## src/rtl/operand_fetch_pkg.sv

```systemverilog
// Shared opcode constants, FSM encoding and operand-usage helpers for the
// fetch/writeback pair.
package operand_fetch_pkg;

  localparam logic [3:0] OP_LOD  = 4'b0001;
  localparam logic [3:0] OP_STO  = 4'b0010;
  localparam logic [3:0] OP_ADD  = 4'b0011;
  localparam logic [3:0] OP_ADDI = 4'b0100;
  localparam logic [3:0] OP_LODI = 4'b0101;
  localparam logic [3:0] OP_NAND = 4'b0110;

  // Encoding is visible on the dbg_state port.
  typedef enum logic [1:0] {
    ST_IDLE = 2'd0,
    ST_WAIT = 2'd1,
    ST_DONE = 2'd2
  } state_t;

  function automatic logic reads_a(input logic [3:0] op);
    return op inside {OP_STO, OP_ADD, OP_ADDI, OP_NAND};
  endfunction

  function automatic logic reads_b(input logic [3:0] op);
    return op inside {OP_LOD, OP_STO, OP_ADD, OP_NAND};
  endfunction

  function automatic logic writes_reg(input logic [3:0] op);
    return op inside {OP_LOD, OP_ADD, OP_ADDI, OP_LODI, OP_NAND};
  endfunction

  function automatic logic [7:0] reg_at(input logic [127:0] regs, input logic [3:0] idx);
    return regs[{idx, 3'b000} +: 8];
  endfunction

endpackage

```

## src/rtl/operand_fetch_scoreboard.sv

```systemverilog
// 16-entry in-flight destination tracker. Lookups see the state after this
// cycle's retire, so a waiter can leave on the same edge the retire lands.
module operand_fetch_scoreboard (
  input  logic        clk,
  input  logic        rst,
  input  logic        set_en,
  input  logic [3:0]  set_idx,
  input  logic        clr_en,
  input  logic [3:0]  clr_idx,
  input  logic [3:0]  rd_a_idx,
  input  logic [3:0]  rd_b_idx,
  output logic        rd_a_pend,
  output logic        rd_b_pend,
  output logic [15:0] bits
);

  logic [15:0] sb;
  logic [15:0] set_mask;
  logic [15:0] clr_mask;
  logic [15:0] after_clr;

  always_comb begin
    set_mask  = set_en ? (16'h0001 << set_idx) : 16'h0000;
    clr_mask  = clr_en ? (16'h0001 << clr_idx) : 16'h0000;
    after_clr = sb & ~clr_mask;
    rd_a_pend = after_clr[rd_a_idx];
    rd_b_pend = after_clr[rd_b_idx];
  end

  // OR-ing the set after the clear makes a same-edge set win.
  always_ff @(posedge clk) begin
    if (rst) sb <= 16'h0000;
    else     sb <= after_clr | set_mask;
  end

  assign bits = sb;

endmodule

```

## src/rtl/operand_fetch.sv

```systemverilog
// Operand fetch: latches one decoded instruction, waits out read-after-write
// hazards against the scoreboard, then presents operand values for one cycle.
module operand_fetch
  import operand_fetch_pkg::*;
(
  input  logic         clk,
  input  logic         rst,
  input  logic         en,
  input  logic [3:0]   op,
  input  logic [3:0]   reg_a,
  input  logic [3:0]   reg_b,
  input  logic [7:0]   imm,
  input  logic [127:0] regs,
  input  logic         wb_ready,
  input  logic [3:0]   wb_op,
  input  logic [3:0]   wb_addr,
  output logic         ready,
  output logic         stall,
  output logic [3:0]   op_out,
  output logic [3:0]   dst_out,
  output logic [7:0]   val_a,
  output logic [7:0]   val_b,
  output logic [1:0]   dbg_state,
  output logic [15:0]  dbg_scoreboard
);

  // valid/ready: en is taken only in IDLE; ready pulses for the single DONE
  // cycle and the caller must not raise en again before that pulse.
  state_t     state;
  logic [3:0] op_q, a_q, b_q;
  logic [7:0] imm_q;

  logic [3:0] cur_op, cur_a, cur_b;
  logic [7:0] cur_imm;
  logic       pend_a, pend_b, hazard;
  logic       enter_done;
  logic [7:0] sel_a, sel_b;

  // In IDLE the incoming instruction is checked directly; in WAIT the latched copy.
  always_comb begin
    cur_op  = (state == ST_IDLE) ? op    : op_q;
    cur_a   = (state == ST_IDLE) ? reg_a : a_q;
    cur_b   = (state == ST_IDLE) ? reg_b : b_q;
    cur_imm = (state == ST_IDLE) ? imm   : imm_q;
    hazard  = (reads_a(cur_op) && pend_a) || (reads_b(cur_op) && pend_b);
    enter_done = !hazard && ((state == ST_IDLE && en) || state == ST_WAIT);

    if (cur_op == OP_LODI)     sel_a = cur_imm;
    else if (reads_a(cur_op))  sel_a = reg_at(regs, cur_a);
    else                       sel_a = 8'h00;

    if (cur_op == OP_ADDI)     sel_b = cur_imm;
    else if (reads_b(cur_op))  sel_b = reg_at(regs, cur_b);
    else                       sel_b = 8'h00;
  end

  operand_fetch_scoreboard u_sb (
    .clk       (clk),
    .rst       (rst),
    .set_en    (enter_done && writes_reg(cur_op)),
    .set_idx   (cur_a),
    .clr_en    (wb_ready && writes_reg(wb_op)),
    .clr_idx   (wb_addr),
    .rd_a_idx  (cur_a),
    .rd_b_idx  (cur_b),
    .rd_a_pend (pend_a),
    .rd_b_pend (pend_b),
    .bits      (dbg_scoreboard)
  );

  always_ff @(posedge clk) begin
    if (rst) begin
      state   <= ST_IDLE;
      op_q    <= 4'h0;
      a_q     <= 4'h0;
      b_q     <= 4'h0;
      imm_q   <= 8'h00;
      ready   <= 1'b0;
      stall   <= 1'b0;
      op_out  <= 4'h0;
      dst_out <= 4'h0;
      val_a   <= 8'h00;
      val_b   <= 8'h00;
    end else begin
      ready <= 1'b0;
      case (state)
        ST_IDLE: begin
          if (en) begin
            op_q    <= op;
            a_q     <= reg_a;
            b_q     <= reg_b;
            imm_q   <= imm;
            op_out  <= op;
            dst_out <= reg_a;
            if (hazard) begin
              state <= ST_WAIT;
              stall <= 1'b1;
            end else begin
              state <= ST_DONE;
              ready <= 1'b1;
              val_a <= sel_a;
              val_b <= sel_b;
            end
          end
        end
        ST_WAIT: begin
          if (!hazard) begin
            state <= ST_DONE;
            stall <= 1'b0;
            ready <= 1'b1;
            val_a <= sel_a;
            val_b <= sel_b;
          end
        end
        ST_DONE: state <= ST_IDLE;
        default: begin
          state <= ST_IDLE;
          stall <= 1'b0;
        end
      endcase
    end
  end

  assign dbg_state = state;

endmodule

```

## config.mk

```make
export PLATFORM = sky130hd
export DESIGN_NAME = operand_fetch
export DESIGN_NICKNAME = d
export VERILOG_FILES = /design/src/rtl/operand_fetch_pkg.sv /design/src/rtl/operand_fetch_scoreboard.sv /design/src/rtl/operand_fetch.sv
export SDC_FILE = /design/constraint.sdc
export NUM_CORES = 1
export LEC_CHECK = 0
export CAP_MARGIN = 10
export CORE_AREA = 2 2 127 129
export CTS_CLUSTER_SIZE = 25
export DETAILED_ROUTE_END_ITERATION = 12
export DIE_AREA = 0 0 129 131
export PLACE_DENSITY = 0.8
export SKIP_CTS_REPAIR_TIMING = 1
export SKIP_LAST_GASP = 1
export SLEW_MARGIN = 10
export SYNTH_ARGS = -nofsm -noshare
export SYNTH_HDL_FRONTEND = slang
export SYNTH_HIERARCHICAL = 1
export SYNTH_SLANG_ARGS = --single-unit
export TNS_END_PERCENT = 1
```

## constraint.sdc

```tcl
create_clock -name clk -period 3.87 [get_ports clk]
set_input_delay 0.387 -clock clk [delete_from_list [all_inputs] [get_ports clk]]
set_output_delay 0.387 -clock clk [all_outputs]
set_load 0.05 [all_outputs]
```

=== Yosys cells after proc, flatten, opt, wreduce, memory -nomap -nowiden ===
Index checks and enable logic that the tools add are counted.

* Order comparisons: 2
* Equal/unequal tests: 16
* Shift-type cells: 4
* Multiplexer cells: 31
* Bitwise operators: 4
* Reduce and logical (&&, ||, !) cells: 19

{| class="wikitable"
|+ Operators with widths
! operator !! count
|-
| variable part select 128 x 8 -> 8 bit || 2
|-
| two-way mux 8 bit || 9
|-
| two-way mux 16 bit || 2
|-
| one-hot mux 8 bit (2 select lines) || 2
|-
| << shifter 1 x 4 -> 16 bit (first input constant) || 2
|-
| == test 4 x 3 -> 1 bit (second input constant) || 6
|-
| bitwise AND 16 bit || 1
|-
| NOT 16 bit || 1
|-
| bitwise OR 16 bit || 1
|-
| == test 4 x 2 -> 1 bit (second input constant) || 3
|-
| two-way mux 4 bit || 3
|-
| less-than comparator 4 x 5 -> 1 bit (second input constant) || 2
|-
| nonzero test 5 bit || 2
|-
| binary-select mux 1 bit (select 4 bit) || 2
|-
| == test 4 x 1 -> 1 bit (second input constant) || 2
|-
| nonzero test 4 bit || 2
|-
| two-way mux 1 bit || 7
|-
| logical AND 1 bit || 6
|-
| two-way mux 2 bit || 3
|-
| != test 2 bit (second input constant) || 3
|-
| AND reduction 2 bit || 3
|-
| one-hot mux 2 bit (2 select lines) || 1
|-
| AND reduction 4 bit || 1
|-
| one-hot mux 1 bit (3 select lines) || 1
|-
| 8 further kinds || 9
|}

* Flip-flop bits (word level): 56
* Input bits: 160
* Output and inout port bits: 44
* Logic and storage cells: 86

=== Depth between registers and ports, before layout ===
Gate-level depths: netlist of run 1.

* Depth after elaboration: 15
* Mapped depth: 22
* Mapped depth without buffers: 17

=== By module ===
Netlist of run 1, hierarchy kept.

{| class="wikitable"
|+ By module, submodules not included
! module !! instances !! cells an instance !! area each (um^2) !! seq. area each (um^2)
|-
| operand_fetch || 1 || 515 || 4,245.3 || 800.8
|-
| operand_fetch_scoreboard || 1 || 146 || 1,126.1 || 320.3
|}

=== Worst setup path after synthesis of run 1 ===
Ideal clock, no wire load.

* Path kind: register to register
* Start: reg state[1] (netlist: dbg_state[1])
* End: reg u_sb.sb[5] (netlist: u_sb/bits[5])
* Setup time: 70 ps
* Arrival: 4,268 ps
* Data required time: 3,800 ps
* Slack: -469 ps
* Cell stages (with the launch flop): 19
* Path buffers: 4
* Period minus slack after synthesis: 4,339 ps
* Cells stage by stage: dfxtp_1 -> buf_4 -> nor2_8 -> mux2_2 -> buf_1 -> buf_1 -> mux2i_1 -> a21oi_1 -> o311ai_0 -> o32ai_1 -> o211a_1 -> a311oi_1 -> o31ai_1 -> nor2_2 -> clkbuf_1 -> o21a_1 -> nor3b_1 -> nand3_1 -> a21oi_1

* Cells in the longest elaborated chain, start to end: 11

{| class="wikitable"
|+ RTL lines
! what !! RTL line !! RTL
|-
| start, declared || operand_fetch.sv:29 || <nowiki>state_t state;</nowiki>
|-
| start signal, assigned || operand_fetch.sv:73 || <nowiki>state <= ST_IDLE;</nowiki>
|-
| start signal, assigned || operand_fetch.sv:96 || <nowiki>state <= ST_WAIT;</nowiki>
|-
| start signal, assigned || operand_fetch.sv:99 || <nowiki>state <= ST_DONE;</nowiki>
|-
| logical NOT 2 bit || operand_fetch.sv:43 || <nowiki>cur_b = (state == ST_IDLE) ? reg_b : b_q;</nowiki>
|-
| two-way mux 4 bit || operand_fetch.sv:43 ||
|-
| via cur_b[1] || operand_fetch.sv:33 || <nowiki>logic [3:0] cur_op, cur_a, cur_b;</nowiki>
|-
| binary-select mux 1 bit (select 4 bit) || operand_fetch_scoreboard.sv:27 || <nowiki>rd_b_pend = after_clr[rd_b_idx];</nowiki>
|-
| two-way mux 1 bit (not written as such) || operand_fetch_scoreboard.sv:27 ||
|-
| via pend_b || operand_fetch.sv:35 || <nowiki>logic pend_a, pend_b, hazard;</nowiki>
|-
| logical AND 1 bit || operand_fetch.sv:45 || <nowiki>hazard = (reads_a(cur_op) && pend_a) || (reads_b(cur_op) && pend_b);</nowiki>
|-
| logical OR 1 bit || operand_fetch.sv:45 ||
|-
| logical NOT 1 bit || - ||
|-
| logical AND 1 bit || operand_fetch.sv:46 || <nowiki>enter_done = !hazard && ((state == ST_IDLE && en) || state == ST_WAIT);</nowiki>
|-
| logical AND 1 bit || operand_fetch.sv:60 || <nowiki>.set_en (enter_done && writes_reg(cur_op)),</nowiki>
|-
| two-way mux 16 bit || operand_fetch_scoreboard.sv:23 || <nowiki>set_mask = set_en ? (16'h0001 << set_idx) : 16'h0000;</nowiki>
|-
| bitwise OR 16 bit || operand_fetch_scoreboard.sv:33 || <nowiki>else sb <= after_clr | set_mask;</nowiki>
|-
| end signal, assigned || operand_fetch_scoreboard.sv:33 ||
|-
| end, declared || operand_fetch_scoreboard.sv:17 || <nowiki>logic [15:0] sb;</nowiki>
|}

The timed path passes the listed nets, and every way through them passes these cells. The select of a mux whose other input is x is not followed.
A chain may end at the register's enable or synchronous reset.

=== Worst setup path in the final report of run 1 ===
* Start: in wb_op[2]
* End: reg u_sb.sb[7] (netlist: u_sb/bits[7])

* Cells in the longest elaborated chain, start to end: 15

{| class="wikitable"
|+ RTL lines
! what !! RTL line !! RTL
|-
| start, declared || operand_fetch.sv:15 || <nowiki>input logic [3:0] wb_op,</nowiki>
|-
| == test 4 x 1 -> 1 bit (tied with other cells) || operand_fetch_pkg.sv:28 || <nowiki>return op inside {OP_LOD, OP_ADD, OP_ADDI, OP_LODI, OP_NAND};</nowiki>
|-
| nonzero test 5 bit * || operand_fetch_pkg.sv:28 ||
|-
| logical AND 1 bit * || operand_fetch.sv:62 || <nowiki>.clr_en (wb_ready && writes_reg(wb_op)),</nowiki>
|-
| two-way mux 16 bit * || operand_fetch_scoreboard.sv:24 || <nowiki>clr_mask = clr_en ? (16'h0001 << clr_idx) : 16'h0000;</nowiki>
|-
| NOT 16 bit * || operand_fetch_scoreboard.sv:25 || <nowiki>after_clr = sb & ~clr_mask;</nowiki>
|-
| bitwise AND 16 bit * || operand_fetch_scoreboard.sv:25 ||
|-
| binary-select mux 1 bit (select 4 bit) * || operand_fetch_scoreboard.sv:27 ||
|-
| two-way mux 1 bit (not written as such) * || operand_fetch_scoreboard.sv:27 ||
|-
| via pend_b || operand_fetch.sv:35 ||
|-
| logical AND 1 bit * || operand_fetch.sv:45 ||
|-
| logical OR 1 bit * || operand_fetch.sv:45 ||
|-
| logical NOT 1 bit * || - ||
|-
| logical AND 1 bit * || operand_fetch.sv:46 ||
|-
| logical AND 1 bit * || operand_fetch.sv:60 ||
|-
| two-way mux 16 bit * || operand_fetch_scoreboard.sv:23 ||
|-
| bitwise OR 16 bit * || operand_fetch_scoreboard.sv:33 ||
|}

Mark *: on every way through the listed nets, which the timed path passes. The rest lies on a longest branch. The select of a mux whose other input is x is not followed.

==> metrics.txt, run 1 <==
worst vdd ir 0.178 mV; Initial Util 0.344; # H-tree levels 2; crit-path max FO 5; Core ar. about 16000 um2; clock sink total 56; nets around 1000; Post-DP Area between 7000 and 8000 um2; max_cap viols 0; Tightest Pin Transition around 1100 ps; total power 2.55 mW; Synth Flop Type dfxtp_1; Root Driver clkbuf_16; filler instances 1462; diode count 0; total CTS buffers 5; Fmax achieved 275 MHz; Finished Cell Area a little under 8000 um2; Reg2Reg Setup Slack 230 ps; worst hold start imm_q[3]$_SDFFE_PP0P_; RSZ-0062 raised after global routing yes; most common cell after layout, fill and taps aside clkdlybuf4s50_1; worst slack at placement -47.7 ps; r2r startpoint dbg_state[0]$_SDFFE_PP0P_; GR peak layer met2; M1 GR Usage 0.322; port bufs ~200; vias in the first global route roughly 6000; critical setup path kind in -> reg; Post-Synthesis Net Count 821; final hold vios 0; critical path launch point type input pin; Final Core Density 0.496; Final Max Slew Viols 0; top-area cell type share of the netlist area 0.209; outcome finished clean; via total after detailed routing 6426; mapped cell area 5370 um2; syn avg cell area 8.13 um2; YS warnings 6; sequential cell area 1120 um2; routed vias/inst 6.06; Iter 0 DRT Violations 859; clock latency on the worst-skew pair 310 ps; most frequent cells in the layout clkdlybuf4s50_1 (202), nand2_1 (106), mux2i_1 (69), dfxtp_1 (54), a21oi_1 (45); minimum clock period 3640 ps; Area contributors post-synth dfxtp_1 (21%), mux2i_1 (13%), nand2_1 (7.5%), mux4_2 (5.5%), mux2_2 (4.4%); Slew headroom 0.275; GR Util met3 0.0452; register bit total from synthesis between 50 and 60; Worst setup EP type register; Async SR Flop Fraction 0; initial antenna violation count 0; CP arrival 3870 ps; final antenna-violating net count 0; P per Cell Area 330 nW/um2; # DRC 0; Area Growth Syn to Fin 44.0%; Routed WL ~22000 um; cells after synthesis 661; final setup violation count 0; FP Rows between 40 and 50; met2 GRT Util 0.410; GPL Wtd Cong 0.924; grt ovf 0; setup TNS 0 ps; final worst slack approximately 230 ps; capturing point of the worst reg2reg path u_sb/bits[10]$_SDFF_PP0_; Clock Skews 12.8 ps; share of cells above drive strength 1 0.120; Critical Path RT 4090 ps; I/O pin count 204; EDFF count, synth 0; gr usage total 0.247; Worst Hold Path Cells 2; chip height approximately 130 um; drt wl/cell around 20 um; register area share after synthesis 0.209; first-pass GRT wire length 32800 um; Unique masters post-synth between 60 and 70; Clock Path Buffers 2; clock-pin slew on the worst setup and hold paths 80 ps; Hold Path End imm_q[3]$_SDFFE_PP0P_; Die Span X ~130 um; area of the multi-input gates 3950 um2; HP Class reg -> reg; CTS tree done; total die area approximately 17000 um2; Worst Reg2Reg Path Length in Cells 14; Yosys top cell by area dfxtp_1; Leakage Power 2.79 nW; drt first pass iters 8; DP Wirelength 16400 um; largest net degree at the start of global routing 62; fin crit share 0.941
-- layout make-up --
class,count,area share
Clock inverter,3,0.00437
Tap cell,216,0.0349
Multi-Input combinational cell,547,0.511
Clock buffer,5,0.0162
Timing Repair Buffer,228,0.286
Inverter,5,0.00243
Sequential cell,56,0.145
-- sequential cells by signal, summed over array words and instances, names as in the netlist --
register   flops
a_q            4
b_q            4
dbg_state      2
imm_q          8
op_q           4
ready          1
stall          1
u_sb/bits     16
val_a          8
val_b          8
-- cell families after synthesis --
kind of cell,Yosys count,synth area share
AO/OA/AOI/OAI,186,0.249
buffers and inverters,58,0.0620
AND/OR/NAND/NOR,247,0.232
flip-flops,56,0.209
XOR/XNOR,4,0.00652
multiplexers,110,0.242
-- power breakdown --
group          total (mW)  switching, mW  leakage, nW  internal, mW
Combinational        1.38          0.781         2.26         0.595
Sequential          0.678         0.0481        0.459         0.630
Clock               0.497          0.247       0.0772         0.250
-- per-stage QoR --
step	cells	hold slack (ps)
after floorplan	661	436
after global placement	1052	441
after detailed placement	1052	446
after CTS	1060	458
after global routing	1060	479
final	1060	457
-- routing by layer --
metal / up-vias / share of wire
met4: 0 / 0.036
met3: 55 / 0.099
li1: 2913 / -
met1: 3068 / 0.40
met5: - / 0
met2: 390 / 0.47
-- critical path, cell delays in order --
cell and delay, ps:
clkdlybuf4s50_1 420, nand3_1 80, o21ai_0 70, nor3b_1 210, buf_4 170, or3b_4 410
o21ai_2 160, a22oi_1 90, a21oi_1 190, o32ai_2 140, o211a_1 160, a311oi_1 310
o31ai_1 140, nor2_2 120, o21a_1 250, nand2_1 110, nor2_2 180, nand3_1 110
a21oi_1 170
-- how the worst max path moves through the flow --
stage	startpoint	to	slack, ps	cells after the start
floorplan	dbg_state[1]$_SDFFE_PP0P_	u_sb/bits[15]$_SDFF_PP0_	30	20
global placement	wb_op[2]	u_sb/bits[13]$_SDFF_PP0_	70	20
detailed placement	wb_op[2]	u_sb/bits[0]$_SDFF_PP0_	-50	18
CTS	dbg_state[0]$_SDFFE_PP0P_	u_sb/bits[10]$_SDFF_PP0_	150	14
global route	wb_op[2]	u_sb/bits[0]$_SDFF_PP0_	-20	18
finish	wb_op[2]	u_sb/bits[7]$_SDFF_PP0_	230	19
-- synth_stat cells (all sizes together) (5+ instances only) --
cell type and number:
nand2 108, mux2i 70, dfxtp 56, a21oi 45, buf 35, nand3 33, nor2 30, mux2 27
a31oi 23, o21ai 19, clkbuf 18, a222oi 16, nor3 15, o22ai 15, mux4 13, a311oi 11
and3 10, a211oi 8, a22oi 7, nand2b 7, nor2b 7, o31a 7, a221oi 6, nand3b 6
o21bai 6, or4 6, inv 5
(Power assumes the default switching activity.)
==> inputs of run 2 (changes only) <==
--- a/config.mk
+++ b/config.mk
@@ -5,8 +5,9 @@
 export SDC_FILE = /design/constraint.sdc
 export NUM_CORES = 1
 export LEC_CHECK = 0
-export CAP_MARGIN = 10
+export CAP_MARGIN = 20
 export CORE_AREA = 2 2 127 129
+export CTS_BUF_LIST = sky130_fd_sc_hd__clkbuf_16
 export CTS_CLUSTER_SIZE = 25
 export DETAILED_ROUTE_END_ITERATION = 12
 export DIE_AREA = 0 0 129 131
==> results of run 2 <==
Final layout, timing and power as in run 1 (identical DEF).
==> inputs of run 3 (changes only) <==
--- a/config.mk
+++ b/config.mk
@@ -11,9 +11,8 @@
 export CTS_CLUSTER_SIZE = 25
 export DETAILED_ROUTE_END_ITERATION = 12
 export DIE_AREA = 0 0 129 131
-export PLACE_DENSITY = 0.8
+export PLACE_DENSITY = 0.77
 export SKIP_CTS_REPAIR_TIMING = 1
-export SKIP_LAST_GASP = 1
 export SLEW_MARGIN = 10
 export SYNTH_ARGS = -nofsm -noshare
 export SYNTH_HDL_FRONTEND = slang
==> constraint.sdc (replaced) <==
create_clock -name clk -period 3.4 [get_ports clk]
set_input_delay 0.34 -clock clk [delete_from_list [all_inputs] [get_ports clk]]
set_output_delay 0.34 -clock clk [all_outputs]
set_load 0.05 [all_outputs]
==> run 3 against run 2 <==
Net effect: first-iteration DRC count fell by 34%; non-clock buffer count is 30 higher; count of clock-buffer cells in the layout is the same.
==> metrics.txt, run 3 (same netlist as run 1, synthesis figures left out) <==
critical setup path kind reg -> reg; nets just over 1000; drt wl/cell 19.7 um; final hold vios 0; worst slack at placement -367 ps; Placed Instances 1076; Layout Cells excl Fill 1089; Clk pwr share 0.175; # DRC 0; diode count 0; worst vdd ir 0.349 mV; met2 wire length 10300 um; I/O pin count 204; final hold slack 457 ps; Iter 0 DRT Violations 566; clock-pin slew on the worst setup and hold paths 80 ps; Reg2Reg Setup Slack 130 ps; share of cells above drive strength 1 0.167; Clock Skews 13.0 ps; max_cap viols 0; capturing point of the worst reg2reg path u_sb/bits[4]$_SDFF_PP0_; Final Max Slew Viols 0; minimum clock period 3270 ps; CP arrival 3490 ps; max FFs per register 16; most frequent cells in the layout clkdlybuf4s50_1 (197), nand2_1 (106), mux2i_1 (69), dfxtp_1 (54), buf_4 (54); FP Rows 46; r2r startpoint dbg_state[1]$_SDFFE_PP0P_; CTS tree done; Core ar. 15600 um2; via total after detailed routing between 6000 and 7000; worst hold start imm_q[4]$_SDFFE_PP0P_; critical path launch point type register; HP Class reg -> reg; gr usage total 0.240; final worst slack 129 ps; sequential cell area 1130 um2; vias in the first global route 5936; met3 wire length 1890 um; Worst Hold Path Cells 2; fin crit share 0.962; total CTS buffers 5; Post-DP Area 7820 um2; Finished Cell Area 8090 um2; Tightest Pin Transition 1120 ps; Setup crit start dbg_state[1]$_SDFFE_PP0P_; grt ovf 0; first-pass GRT wire length 31700 um; area of the multi-input gates around 4100 um2; initial antenna violation count 0; chip height around 130 um; Comb pwr share 0.567; Worst Reg2Reg Path Length in Cells 14; Leakage Power 3.00 nW; Switching Share 0.415; Slew headroom 0.252; Flop pwr share 0.259; Root Driver clkbuf_16; Worst setup EP type register; DP Wirelength 16200 um; largest net degree at the start of global routing 58; # H-tree levels 2; port bufs 203; wl on met1 8660 um; Routed WL roughly 21000 um; clock sink total 56; outcome finished clean; Hold Path End imm_q[4]$_SDFFE_PP0P_; Critical Path RT around 3600 ps; crit-path max FO 10; Max Used Layer met4; drt first pass iters 6; Area Growth Syn to Fin 50.5%; most common cell after layout, fill and taps aside clkdlybuf4s50_1; final antenna-violating net count 0; Initial Util 0.344; P per Cell Area 366 nW/um2; final setup violation count 0; routed vias/inst 5.81; filler instances 1514; Internal around 1.7 mW; clock latency on the worst-skew pair 300 ps; GPL Wtd Cong 0.919; Clock Path Buffers 2; total die area 16900 um2; Die Span X 129 um; sw power 1.23 mW; Fmax achieved 306 MHz
==> run 3: cell types whose count changed in the layout (fill, tap and decap cells not counted), moves of 3 or more <==
cell             change
dlymetal6s2s_1       +5
buf_4               +29
a21oi_1              -4
clkdlybuf4s50_1      -5
a21oi_2              +3
==> run 3: stage by stage <==
stage	TNS (ps)	util	power, mW
floorplan	-3500	-	1.85
global placement	-9540	0.501	2.39
detailed placement	-10370	0.501	2.41
CTS	-524	0.510	2.93
global route	-263	0.518	3.10
finish	0	0.518	2.96
==> run 3: critical path, stage by stage, from the launching register on <==
cell and delay, ps:
dfxtp_4 400, nor2_8 200, mux2_4 390, xnor2_1 150
a21oi_1 80, o311ai_1 330, o32ai_2 160, buf_4 160
a311oi_2 320, o31ai_2 120, nor2_2 140, o21a_2 220
nor3b_4 250, nand2_1 90, a21oi_1 150
==> run 3: how the worst max path moves through the flow <==
stage / end / slack (ps) / cells after the start
after floorplan: u_sb/bits[15]$_SDFF_PP0_ / -250 / 21
after global placement: u_sb/bits[5]$_SDFF_PP0_ / -340 / 18
after detailed placement: u_sb/bits[3]$_SDFF_PP0_ / -370 / 19
after CTS: u_sb/bits[1]$_SDFF_PP0_ / -60 / 18
after global routing: u_sb/bits[4]$_SDFF_PP0_ / -40 / 16
final: u_sb/bits[4]$_SDFF_PP0_ / 130 / 14
==> run 3: per-layer routing <==
layer  vias to the layer above  global-route usage
met5                         -                   0
met4                         0              0.0825
met3                        43              0.0476
met2                       320               0.411
li1                       2965                   -
met1                      2998               0.303
==> run 3: final cells by class <==
cell class,instances,area share
multi-input combinational,547,0.504
timing repair buffer,258,0.304
sequential,56,0.140
tap,216,0.0334
clock buffer,5,0.0155
inverter,5,0.00248
clock inverter,2,0.00155
==> run 3: power groups by stage <==
stage	Sequential (mW)	Clock, mW	Combinational, mW
6_report	0.766	0.517	1.68
5_1_grt	0.775	0.549	1.78
4_1_cts	0.766	0.531	1.63
3_5_place_dp	0.781	0	1.63
3_3_place_gp	0.778	0	1.61
2_1_floorplan	0.938	0	0.907
